==> src/rtl/fifo32_buffer.sv <==
// fifo32_buffer: 32-bit synchronous FIFO with occupancy and sticky error flags
module fifo32_buffer #(
  parameter int WIDTH = 32,
  parameter int DEPTH = 4,
  parameter int PTR_W = 2
) (
  input  logic             clk,
  input  logic             res,
  input  logic [WIDTH-1:0] data_in,
  input  logic             wr_en,
  input  logic             rd_en,
  output logic [WIDTH-1:0] data_out,
  output logic             full,
  output logic             empty,
  output logic [PTR_W:0]   count,
  output logic             overflow,
  output logic             underflow
);
  logic [WIDTH-1:0] mem [DEPTH];
  logic [PTR_W-1:0] wr_ptr, rd_ptr;
  logic             rd_acc, wr_acc;
  assign full   = count == (PTR_W+1)'(DEPTH);
  assign empty  = count == '0;
  assign rd_acc = rd_en && !empty;
  assign wr_acc = wr_en && (!full || rd_acc);
  // storage: a write into a full FIFO lands in the slot freed by the same-edge read
  always_ff @(posedge clk)
    if (wr_acc && !res) mem[wr_ptr] <= data_in;
  // pointers, occupancy, registered output and sticky error flags
  always_ff @(posedge clk or posedge res)
    if (res) begin
      wr_ptr    <= '0;
      rd_ptr    <= '0;
      count     <= '0;
      data_out  <= '0;
      overflow  <= 1'b0;
      underflow <= 1'b0;
    end else begin
      if (wr_acc) wr_ptr <= wr_ptr + 1'b1;
      if (rd_acc) begin
        rd_ptr   <= rd_ptr + 1'b1;
        data_out <= mem[rd_ptr];
      end
      count     <= (wr_acc && !rd_acc) ? count + 1'b1 : (!wr_acc && rd_acc) ? count - 1'b1 : count;
      overflow  <= overflow || (wr_en && !wr_acc);
      underflow <= underflow || (rd_en && !rd_acc);
    end
endmodule

==> config.mk <==
export PLATFORM = sky130hd
export DESIGN_NAME = fifo32_buffer
export DESIGN_NICKNAME = d
export VERILOG_FILES = /design/src/rtl/fifo32_buffer.sv
export SDC_FILE = /design/constraint.sdc
export NUM_CORES = 1
export LEC_CHECK = 0
export CELL_PAD_IN_SITES_DETAIL_PLACEMENT = 0
export CELL_PAD_IN_SITES_GLOBAL_PLACEMENT = 2
export CORE_MARGIN = 2
export CORE_UTILIZATION = 40
export CTS_BUF_LIST = sky130_fd_sc_hd__clkbuf_8
export DETAILED_ROUTE_END_ITERATION = 8
export PLACE_DENSITY = 0.75
export SLEW_MARGIN = 40
export SYNTH_ARGS = -nofsm -noshare
export SYNTH_HDL_FRONTEND = slang
export SYNTH_SLANG_ARGS = --single-unit
==> constraint.sdc <==
create_clock -name clk -period 2.1 [get_ports clk]
set_input_delay 0.42 -clock clk [delete_from_list [all_inputs] [get_ports clk]]
set_output_delay 0.42 -clock clk [all_outputs]
set_load 0.01 [all_outputs]
# After elaboration in Yosys (flattened, before gate mapping)
# Memories as Yosys holds them, arrays and structs flattened. A register that Yosys moved wholly into a read port is not among the register bits.
# Index checks and enable logic that the tools add are counted.
classes:
  addsub: 4
  n_eq_ne: 1
  muxes: 4
  reduce_logical: 17
ops:
  columns: ["cell", "count"]
  rows:
  - ["1-bit logical AND", 7]
  - ["3-bit two-way mux", 2]
  - ["1-bit logical NOT", 5]
  - ["2-bit by 1-bit adder with 2-bit output, second input constant", 2]
  - ["3-bit by 1-bit adder with 3-bit output, second input constant", 1]
  - ["3-bit == test, second input constant", 1]
  - ["3-bit logical NOT", 1]
  - ["1-bit logical OR", 3]
  - ["3-bit by 1-bit subtractor with 3-bit output, second input constant", 1]
  - ["1-bit two-way mux", 2]
  - ["2-bit nonzero test", 1]
word_totals:
  regBits: 9
  ram_bits: 128
  out_inout_bits: 39
  n_memories: 1
mem_list:
  columns: ["memory", "words", "word_bits", "read_ports", "rd_ports_with_merged_regs", "wr", "line_no", "text"]
  rows:
  - ["mem", 4, 32, 1, 1, 1, "19", "logic [WIDTH-1:0] mem [DEPTH];"]

# Depth between registers and ports, before layout
# Gate-level depths: netlist (run 1).
logic_depth:
  depth_word: 9
  depth_mapped: 9

# Worst setup path before layout (run 1)
# No wires, ideal clock.
synth_timing:
  kind: "reg2reg"
  from: "register count[0]"
  to: "register count[2]"
  setup_ps: 80
  t_arrival_ps: 2141
  required_time_ps: 2020
  slack_ps: -120
  stages_incl_launch_ff: 9
  path_buffers: 1
  synth_period_minus_slack_ps: 2220
  path_cell_list: "dfrtp_1 > o31ai_4 > buf_6 > ha_1 > inv_1 > fa_1 > xor2_1 > nor2_1 > xor2_1"
synth_between:
  elab_chain_cells: 8
  word_cells_on_any_way: 16
  cone_classes: "add/sub: 2; eq/ne: 1; mux: 2; reduce/logical: 11"
synth_lines:
  columns: ["element", "line_no", "text"]
  rows:
  - ["start, declared", "15", "output logic [PTR_W:0] count,"]
  - ["start signal, assigned", "44", "count <= (wr_acc && !rd_acc) ? count + 1'b1 : (!wr_acc && rd_acc) ? count - 1'b1 : count;"]
  - ["branches (longest 8 deep; another with 3-bit by 1-bit subtractor with 3-bit output)", null, null]
# Several ways; the timed one is not identified. The select of a mux whose other input is x is not followed.
# A chain may end at the register's enable or synchronous reset.

# Final worst setup path (run 1)
layout_timing:
  from: "register count[0]"
  to: "register count[1]"
# Same word-level chain as after synthesis.

==> results of run 1 <==
[worst paths after layout]
| kind | end | startpoint |
|---|---|---|
| max | count[1] | count[0] |
| min reg2reg | overflow | overflow |
| max reg2reg | count[1] | count[0] |
| max in group asynchronous | count[1] | res |
| min | data_out[27] | res |
| min in group clk | overflow | overflow |
[logic make-up (layout without fill, tap and decap cells)]
kind of cell / after synthesis / in the layout / synth area share
AND/OR/NAND/NOR: 11 / 11 / 0.0107
AO/OA/AOI/OAI: 3 / 3 / 0.00573
flip-flops: 169 / 169 / 0.769
multiplexers: 66 / 66 / 0.175
buffers and inverters: 17 / 136 / 0.0186
adder cells (fa/ha/maj): 6 / 6 / 0.0130
XOR/XNOR: 6 / 6 / 0.00830
[layout make-up]
type                       instances  area (um^2)  share of cell area
clock buffer                      17          234              0.0290
clock inverter                    15          209              0.0259
inverter                           6         22.5             0.00279
multi-input combinational         92         1380               0.172
sequential                       169         4880               0.605
tap                              211          264              0.0328
timing repair buffer              98         1070               0.133
[worst max-delay path, stage by stage (launching register included)]
cell and delay, ns:
dfrtp_2 0.47, nor4b_4 0.32, nand2b_1 0.16, inv_1 0.07, ha_4 0.15, inv_1 0.06, fa_1 0.40, mux2_2 0.27
[layer usage]
layer / wire length, um / up-vias
li1: - / 1324
met4: 159 / 0
met5: 0 / -
met1: 4970 / 1535
met3: 516 / 15
met2: 5590 / 72
[sequential cells by signal, summed over array words and instances (netlist names)]
name and count:
count 3, underflow 1, mem 128, overflow 1, data_out 32, rd_ptr 2
wr_ptr 2
[power by group through the flow]
stage | logic [mW] | registers [mW] | clock network [mW]
floorplan | 1.79 | 4.82 | 0
finish | 3.22 | 4.70 | 2.52
global route | 3.51 | 4.78 | 2.73
CTS | 3.31 | 4.71 | 2.59
detailed placement | 3.27 | 4.79 | 0
global placement | 3.22 | 4.77 | 0
[cell usage after synthesis]
master / instances / area share
buf_6: 7 / 0.012
o31ai_4: 1 / 0.0034
nor3b_1: 2 / 0.0024
mux4_2: 31 / 0.11
edfxtp_1: 128 / 0.61
clkbuf_1: 3 / 0.0018
nor3_1: 1 / 0.00079
dfrtp_1: 41 / 0.16
xor2_1: 3 / 0.0041
and2_1: 4 / 0.0040
nand2b_1: 1 / 0.00099
nor4b_1: 1 / 0.0014
inv_1: 6 / 0.0036
ha_1: 5 / 0.0099
fa_1: 1 / 0.0032
a21o_1: 2 / 0.0024
xnor2_1: 3 / 0.0041
buf_2: 1 / 0.00079
mux2_2: 34 / 0.060
mux4_1: 1 / 0.0041
nor2_1: 2 / 0.0012
[per-stage QoR]
step / instances / hold WS, ns
after CTS: 608 / 0.315
after global placement: 575 / 0.442
after detailed placement: 575 / 0.447
final: 608 / 0.320
after floorplan: 278 / 0.493
after global routing: 608 / 0.337
[repair_timing]
action | CTS | global route
setup buffers | 1 | 0
hold endpoints to repair | 0 | 0
gates resized for setup | 3 | 2
setup endpoints to repair | 2 | 2
pin swaps | 0 | 1
==> metrics, run 1 <==
initial antenna violation count=0; total wire length=11200 um; RSZ-0062 raised after global routing=false; Routed Antenna Nets=0; HPWL after detailed placement=7020 um; Slew Viols, Final=0; outcome=complete, no violations; CP required=2.43 ns; diode count=0; P_sw=2.78 mW; sequential share of the synthesized area=0.769; layout cells sized above 1=0.335; die area=16900 um^2; Peak VDD IR=0.610 mV; Setup Crit Path Kind=register to register; syn nets=320; R2R setup slack=0.09 ns; final worst path period share=0.956; GRT overflow=0; H-tree depth=4; CTS Root Cell=clkbuf_8; Core ar.=15300 um^2; Finish-stage setup viols=0; Core Rows=45; CP endpoint kind=register; Reg power frac=0.450; warning count from the yosys run=0; Net Sw Frac=0.266; Max-cap violations=0; Post-DP Area=7600 um^2; largest net degree at the start of global routing=35; Pwr Total=10.4 mW; most common cell after layout, fill and taps aside=edfxtp_1; most frequent cells in the layout=edfxtp_1 (128), clkdlybuf4s50_1 (71), dfrtp_1 (36); Fill cells=1221; clock buffer depth=2; Residual DRC=0; final instance area=8060 um^2; CTS tree=yes; Lkg Pwr=2.80 nW; GRT busiest layer=met2; worst skew pair latency=0.46 ns; Synth cell types=21; fin nets=426; Slew headroom=0.649; per-cell routed wire length=18.5 um; DR pass1 iterations=4; Total GRT Usage=0.147; Cell Int Power=7.67 mW; clock network power share=0.242; Max Freq=498 MHz; final setup TNS=0 ns; Initial Utilization=0.414; Die Wd=130 um; pwr/cell area=1300 nW/um^2; Slew @ Worst Pin=0.526 ns; first-pass GRT wire length=17600 um; Area Growth Syn to Fin=27.3%; Die H=130 um; First DRT Iteration DRCs=133; post-layout minimum cycle time=2.01 ns; Synth Area per Inst=22.8 um^2; CTS sink count=169; Avg Vias per Cell=4.85; pre-CTS setup slack=-0.295 ns; fin util=0.526; final hold viol count=0; Ports=75; Yosys reg bits=169; Final WS setup=0.0934 ns; Global Route met2 Usage=0.236; reg2reg path depth=7; cells after synthesis=278; routing usage on met1=0.188; CTS buffer count=17; gpl congestion=0.713; Max Fanout on Critical Path=5; Clock transition at path regs=0.09 ns; Vias=2946; HP Class=primary input to async pin; Final Skew=0.0121 ns; vias in the first global route=3154; hold buffers post-CTS=0; GR Layer Usage met3=0.0496; Comb pwr share=0.309; synthesized cell area=6330 um^2; data arrival time of the critical path=2.34 ns; port buffer count=74; CP Launch Type=register
(Power assumes the default switching activity.)
==> run 2, diff against run 1 <==
- CTS_CLUSTER_DIAMETER: not set -> 150
- GPL_ROUTABILITY_DRIVEN: not set -> 0
==> results of run 2 <==
Final layout, timing and power as in run 1 (identical DEF).
